### config.mk
export PLATFORM = sky130hd
export DESIGN_NAME = ex_ctrl_stage
export DESIGN_NICKNAME = d
export VERILOG_FILES = /design/src/rtl/pipe_pkg.sv /design/src/rtl/branch_cond.sv /design/src/rtl/ex_ctrl_stage.sv
export SDC_FILE = /design/constraint.sdc
export NUM_CORES = 1
export LEC_CHECK = 0
export BUFFER_PORTS_ARGS = -buffer_cell sky130_fd_sc_hd__buf_4
export CAP_MARGIN = 0
export CELL_PAD_IN_SITES_DETAIL_PLACEMENT = 0
export CELL_PAD_IN_SITES_GLOBAL_PLACEMENT = 2
export CORE_UTILIZATION = 25
export CTS_CLUSTER_SIZE = 40
export DETAILED_ROUTE_END_ITERATION = 8
export HOLD_SLACK_MARGIN = 0.05
export PLACE_DENSITY_LB_ADDON = 0.25
export SYNTH_ARGS = -nofsm -noshare
export SYNTH_HDL_FRONTEND = slang
export SYNTH_SLANG_ARGS = --single-unit
### constraint.sdc
create_clock -name clk -period 1.95 [get_ports clk]
set_input_delay 0 -clock clk [delete_from_list [all_inputs] [get_ports clk]]
set_output_delay 0 -clock clk [all_outputs]
set_load 0.03 [all_outputs]
### src/rtl/pipe_pkg.sv
// Shared pipeline encodings: PC source select, opcodes, branch funct3 codes
// and the packed E-stage control record.
package pipe_pkg;

  typedef enum logic [1:0] {
    PcSrcPlus4 = 2'b00,
    PcSrcImm   = 2'b01,
    PcSrcAlu   = 2'b10
  } pc_src_e;

  localparam logic [6:0] OpcJalr   = 7'b1100111;
  localparam logic [6:0] OpcBranch = 7'b1100011;
  localparam logic [6:0] OpcJal    = 7'b1101111;
  localparam logic [6:0] OpcSystem = 7'b1110011;

  localparam logic [2:0] F3Beq  = 3'b000;
  localparam logic [2:0] F3Bne  = 3'b001;
  localparam logic [2:0] F3Blt  = 3'b100;
  localparam logic [2:0] F3Bge  = 3'b101;
  localparam logic [2:0] F3Bltu = 3'b110;
  localparam logic [2:0] F3Bgeu = 3'b111;

  typedef struct packed {
    logic       valid;
    logic       reg_write;
    logic [1:0] result_src;
    logic       mem_write;
    logic       jump;
    logic       branch;
    logic [1:0] alu_src_a;
    logic       alu_src_b;
    logic [4:0] alu_control;
    logic       csr;
    logic [2:0] funct3;
    logic [6:0] opcode;
  } ex_ctrl_t;

  localparam ex_ctrl_t ExBubble = '0;

endpackage

### src/rtl/branch_cond.sv
// Combinational branch-condition evaluation from the ALU flags of the
// instruction in E.
module branch_cond
  import pipe_pkg::*;
(
  input  logic [2:0] funct3_i,
  input  logic       n_flag_i,
  input  logic       z_flag_i,
  input  logic       c_flag_i,
  input  logic       v_flag_i,
  input  logic       branch_i,
  input  logic       valid_i,
  output logic       btaken_o
);

  always_comb begin
    btaken_o = 1'b0;
    if (branch_i && valid_i) begin
      // C is the no-borrow flag of a - b, so unsigned less-than is !C
      case (funct3_i)
        F3Beq:   btaken_o = z_flag_i;
        F3Bne:   btaken_o = !z_flag_i;
        F3Blt:   btaken_o = n_flag_i ^ v_flag_i;
        F3Bge:   btaken_o = !(n_flag_i ^ v_flag_i);
        F3Bltu:  btaken_o = !c_flag_i;
        F3Bgeu:  btaken_o = c_flag_i;
        default: btaken_o = 1'b0;
      endcase
    end
  end

endmodule

### src/rtl/ex_ctrl_stage.sv
// D->E control pipeline register with branch/jump resolution; a redirecting
// instruction flushes itself so the redirect lasts one cycle.
module ex_ctrl_stage
  import pipe_pkg::*;
(
  input  logic       clk,
  input  logic       n_rst,
  input  logic       RegWriteD,
  input  logic [1:0] ResultSrcD,
  input  logic       MemWriteD,
  input  logic       JumpD,
  input  logic       BranchD,
  input  logic [1:0] ALUSrcAD,
  input  logic       ALUSrcBD,
  input  logic [2:0] ImmSrcD,
  input  logic [4:0] ALUControlD,
  input  logic       csrD,
  input  logic [2:0] funct3D,
  input  logic [6:0] opcodeD,
  input  logic       StallE,
  input  logic       FlushE,
  input  logic       N_flag,
  input  logic       Z_flag,
  input  logic       C_flag,
  input  logic       V_flag,
  output logic       RegWriteE,
  output logic [1:0] ResultSrcE,
  output logic       MemWriteE,
  output logic       JumpE,
  output logic       BranchE,
  output logic [1:0] ALUSrcAE,
  output logic       ALUSrcBE,
  output logic [4:0] ALUControlE,
  output logic       csrE,
  output logic [2:0] funct3E,
  output logic [6:0] opcodeE,
  output logic       ValidE,
  output logic       BtakenE,
  output logic [1:0] PCSrcE,
  output logic       RedirectE
);

  ex_ctrl_t e_q, e_d;
  pc_src_e  pc_src;
  logic     unused_imm_src;

  // Immediate select is consumed in D; it never enters the E register
  assign unused_imm_src = ^ImmSrcD;

  always_comb begin
    e_d = e_q;
    if (FlushE || RedirectE) begin
      e_d = ExBubble;
    end else if (!StallE) begin
      e_d.valid       = 1'b1;
      e_d.reg_write   = RegWriteD;
      e_d.result_src  = ResultSrcD;
      e_d.mem_write   = MemWriteD;
      e_d.jump        = JumpD;
      e_d.branch      = BranchD;
      e_d.alu_src_a   = ALUSrcAD;
      e_d.alu_src_b   = ALUSrcBD;
      e_d.alu_control = ALUControlD;
      e_d.csr         = csrD;
      e_d.funct3      = funct3D;
      e_d.opcode      = opcodeD;
    end
  end

  always_ff @(posedge clk or negedge n_rst) begin
    if (!n_rst) begin
      e_q <= ExBubble;
    end else begin
      e_q <= e_d;
    end
  end

  branch_cond u_branch_cond (
    .funct3_i (e_q.funct3),
    .n_flag_i (N_flag),
    .z_flag_i (Z_flag),
    .c_flag_i (C_flag),
    .v_flag_i (V_flag),
    .branch_i (e_q.branch),
    .valid_i  (e_q.valid),
    .btaken_o (BtakenE)
  );

  always_comb begin
    pc_src = PcSrcPlus4;
    if (e_q.valid && e_q.jump) begin
      pc_src = (e_q.opcode == OpcJalr) ? PcSrcAlu : PcSrcImm;
    end else if (BtakenE) begin
      pc_src = PcSrcImm;
    end
  end

  assign PCSrcE      = pc_src;
  assign RedirectE   = (pc_src != PcSrcPlus4);

  assign ValidE      = e_q.valid;
  assign RegWriteE   = e_q.reg_write;
  assign ResultSrcE  = e_q.result_src;
  assign MemWriteE   = e_q.mem_write;
  assign JumpE       = e_q.jump;
  assign BranchE     = e_q.branch;
  assign ALUSrcAE    = e_q.alu_src_a;
  assign ALUSrcBE    = e_q.alu_src_b;
  assign ALUControlE = e_q.alu_control;
  assign csrE        = e_q.csr;
  assign funct3E     = e_q.funct3;
  assign opcodeE     = e_q.opcode;

endmodule
# ---- Word-level counts from Yosys, hierarchy flattened
# Cells that the tools add are included.
dict set report op_classes {
  eq_ne 7
  muxes 7
  n_bitwise 1
  n_reduce_logical 8
}
# cell count
set ops {}
lappend ops {{$mux 26} 2}
lappend ops {{$eq 3x3->1 const B} 4}
lappend ops {{$eq 7x7->1 const B} 1}
lappend ops {{$pmux 1 s6} 1}
lappend ops {{$mux 2} 2}
lappend ops {{$eq 3x1->1 const B} 1}
lappend ops {{$logic_not 1->1} 3}
lappend ops {{$logic_not 3->1} 1}
lappend ops {{$logic_and 1x1->1} 2}
lappend ops {{$mux 1} 2}
lappend ops {{$ne 2x1->1 const B} 1}
lappend ops {{$reduce_bool 2->1} 1}
lappend ops {{$logic_or 1x1->1} 1}
lappend ops {{$xor 1x1->1} 1}
dict set report word_totals {
  regBits 26
  inputBits 36
  out_inout_bits 30
  elab_cells 35
}

# ---- Logic depth before layout (Yosys ltp)
dict set report logic_depth {
  word_depth 9
  ltp_mapped 5
  ltp_nobuf 4
}

# ---- By module
# From an unflattened synthesis, not the netlist that was laid out.
dict set report hier_totals {
  hier_cells 104
  area_unflattened_um2 1193.6
}
# mod instances cells_per_inst area_per_inst_um2 seq_area_each_um2
set modules_own_cells {}
lappend modules_own_cells {ex_ctrl_stage 1 91 1121.1 650.6}
lappend modules_own_cells {branch_cond 1 13 72.6 0.0}

# ---- Least setup slack after synthesis
# Ideal clock, no wire load.
dict set report synth_path {
  path_kind {register -> output}
  from {register e_q, in the netlist funct3E[0]}
  to {output port PCSrcE[0]}
  t_arrival_ps 2339
  required_time_ps 1950
  path_slack_ps -389
  path_stages_with_launch 5
  path_buffers 0
  path_cell_list {dfrtp_1 > xor3_1 > o22ai_2 > o31ai_1 > o31a_2}
}
dict set report synth_via {
  elab_chain_cells 5
  elab_cells_between_ends 10
  classes_between {eq/ne: 5; mux: 4; reduce/logical: 1}
}
# item line
set synth_lines {}
lappend synth_lines {{start, declared} ex_ctrl_stage.sv:43} ;# ex_ctrl_t e_q, e_d;
lappend synth_lines {{start signal, assigned} ex_ctrl_stage.sv:72} ;# e_q <= ExBubble;
lappend synth_lines {{$eq 3x3->1, or another cell as far along} branch_cond.sv:20} ;# case (funct3_i)
lappend synth_lines {{$pmux 1 s6 (*)} branch_cond.sv:20}
lappend synth_lines {{$mux 1 (*)} branch_cond.sv:18} ;# if (branch_i && valid_i) begin
lappend synth_lines {{$mux 1 (*)} ex_ctrl_stage.sv:93} ;# end else if (BtakenE) begin
lappend synth_lines {{$mux 2 (*)} ex_ctrl_stage.sv:91} ;# if (e_q.valid && e_q.jump) begin
lappend synth_lines {{end, declared} ex_ctrl_stage.sv:39} ;# output logic [1:0] PCSrcE,
# Mark *: on every way between the ends. The rest lies on a longest branch, timed or not.

# ---- Worst setup path in the final report
dict set report layout_path {
  from {register e_q, in the netlist funct3E[2]}
  to {output port PCSrcE[0]}
}
# The elaborated chain is that of the path after synthesis.

==> impl_metrics.csv <==
group,metric,value,unit
detailed_routing,dr.pass1.iters,4,
synthesis,synth_top_family_by_area,"multiplexers",
finish,fin_area,2080,sq um
synthesis,post-synth-top-area-cell,"dfrtp_1",
clock_network,cts.htree.levels,1,
finish,nets,228,
synthesis,avgSynthCellArea,12.0,sq um
detailed_routing,drtAntennaViolNets,0,
clock_network,clk_latency,0.27,ns
floorplan,core,4500,sq um
clock_network,cts-buffers-inserted,3,
finish,n_antenna_cell,0,
critical_path,crit_type,"flip-flop to output port",
sta,hold_viol,0,
synthesis,synth-compound-area-share,6.11,%
floorplan,fp.dieW,71.5,um
grt,grt_pass1_vias,1105,
sta,min_period,1.76,ns
sta,skew,0.00359,ns
grt,grt_start_max_net_pins,27,
outcome,status,"finished, final reports clean",
synthesis,synth_top_area_share,53.9,%
detailed_routing,detail_route.iter0.violations,27,
power,powerDensity,673,nW/um^2
placement,place_area,1730,sq um
synthesis,synthCells,101,
sta,fmax,567,MHz
run,maxCapViolations,0,
sta,maxSlewHeadroom,67.7,%
placement,portBuffers,62,
synthesis,ys_seq_area_share,53.9,%
floorplan,pin_count,66,
grt,grt_pass1_wl,4.98,mm
detailed_routing,wirelength,3.07,mm
critical_path,path_max_fanout,5,
floorplan,die_h,71.5,um
power,leakage,0.00106,uW
detailed_routing,viasPerCell,4.52,
clock_network,clock_sinks,26,
finish,layout-drive-gt1-share,38.7,%
sta,grt_setup_unrepaired,"false",
synthesis,synth.net_count,137,
grt,grt_antenna_before_repair,0,
clock_network,clk_pin_slew,0.09,ns
grt,grt_util_all_layers,12.4,%
synthesis,synth_cell_types,22,
power,ir_drop,0.442,mV
detailed_routing,num_vias,1098,
critical_path,path_cells,"or2b_2 > o22ai_4 > o31ai_4 > o31a_2 > buf_4",
synthesis,synth-adder-area-share,0,%
synthesis,yosys_warnings,0,
floorplan,initial_core_util,26.8,%
detailed_routing,post-route-drc-count,0,
sta,tns,0,ns
sta,finalSetupViolCount,0,
synthesis,synthXorXnorAreaFrac,1.97,%
sta,period_share,90.5,%
finish,postLayoutCoreUtil,46.2,%
critical_path,critPathSlowestCell,"dfrtp_1",
critical_path,timing.rr.start,"funct3E[2]",
placement,gp_congestion,0.678,
critical_path,crit_path_start,"funct3E[2]",
placement,dpl.hpwl,2.20,mm
finish,syn_to_final_growth,72.2,%
synthesis,syn-cell-area,1210,sq um
critical_path,cp.arrival,1.76,ns
detailed_routing,wl_per_cell,12.6,um
floorplan,dieArea,5110,sq um
critical_path,endpoint_kind,"output port",
critical_path,max_stage_delay,0.47,ns
synthesis,synth-simple-area-share,14.0,%
clock_network,clock_path_buffers,2,
worst_hold_path,hp-class,"primary input to async pin",
clock_network,cts_tree,"yes",
synthesis,synth_area_leaders,"dfrtp_1, mux2i_1, nor2_1, o311ai_4, xor3_1",
floorplan,rows,24,
critical_path,startpoint_type,"flip-flop",
critical_path,required,1.95,ns
sta,worst_pin_slew,0.483,ns
synthesis,ys_seq_elements,26,
grt,grt_overflow,0,
sta,slew_viol_final,0,
synthesis,synth.area.mux_share,20.7,%
clock_network,root_buffer,"clkbuf_8",
==> power by group <==
part           leakage (uW)  switching [uW]  total [uW]  internal, uW
Sequential         0.000346            27.3         600           572
Clock             0.0000357             167         441           275
Combinational      0.000683             181         359           179
==> flip-flops by register name, summed over array words and instances (netlist names), 2 cells and up <==
register     flops
funct3E          3
ALUControlE      5
opcodeE          7
ALUSrcAE         2
ResultSrcE       2
==> path summary, 6_finish.rpt <==
path	cells past startpoint	endpoint	slack (ns)
worst max register to register	5	opcodeE[2]	0.34
min in group clk	3	ALUSrcAE[1]	0.26
max in group asynchronous	2	opcodeE[3]	1.51
worst min-delay path	2	BranchE	0.18
worst min register to register	2	MemWriteE	0.53
worst max-delay path	5	PCSrcE[0]	0.19
==> repair_timing <==
item,4_1_cts,5_1_grt
resized for setup,0,1
endpoints found under the setup margin,0,1
hold endpoints to repair,52,0
hold buffers,27,0
setup buffers,0,0
==> through the flow <==
step	std cells	setup slack (ns)	hold WS (ns)	power (uW)
finish	243	0.186	0.183	1400
global placement	212	0.295	-0.0713	918
global route	243	0.0592	0.191	1480
floorplan	101	0.150	-0.296	786
detailed placement	212	0.246	-0.0654	926
CTS	243	0.0609	0.185	1420
==> cell usage after synthesis <==
cell	count
dfrtp_1	26
mux2i_1	25
nor2_1	25
nor3_1	3
buf_2	2
buf_6	2
nand2b_1	2
nand3b_1	2
a21boi_1	1
clkbuf_1	1
inv_1	1
nand2_1	1
nand3_1	1
nand4b_1	1
nor2b_1	1
o21ba_2	1
o22ai_2	1
o311ai_4	1
o31a_2	1
o31ai_1	1
or2b_2	1
xor3_1	1
==> layout by cell type, fill, tap and decap left out, types with 2 or more instances in the layout <==
master	count
nand2b_1	2
buf_4	64
mux2i_1	25
clkbuf_8	3
dlygate4sd3_1	27
nor2_1	25
nor3_1	3
nand3b_1	2
dfrtp_1	26
==> routing by layer <==
metal | track usage, % | part of all wire (%) | up-vias
met5 | 0 | 0 | -
li1 | - | - | 524
met3 | 3.94 | 6.9 | 6
met1 | 15.0 | 44 | 525
met4 | 2.61 | 1.2 | 0
met2 | 21.6 | 48 | 43
==> area by class of cell <==
cell class	count	area (sq um)
Clock buffer	3	41.3
Sequential cell	26	651
Inverter	1	3.75
Fill cell	432	2420
Multi-Input combinational cell	69	538
Clock inverter	1	30.0
Timing Repair Buffer	91	751
Tap cell	52	65.1
==> worst max-delay path: cells and delay by family (launching register included) <==
family / cells / cell delay [ns]
buffers and inverters: 1 / 0.17
flip-flops: 1 / 0.47
AO/OA/AOI/OAI: 3 / 0.49
AND/OR/NAND/NOR: 1 / 0.36
==> cells by family (layout without fill, tap and decap cells) <==
kind of cell,Yosys count,count (layout)
buffers and inverters,6,96
AO/OA/AOI/OAI,6,6
flip-flops,26,26
XOR/XNOR,1,1
AND/OR/NAND/NOR,37,37
multiplexers,25,25
Power figures use the tool's default switching activity.
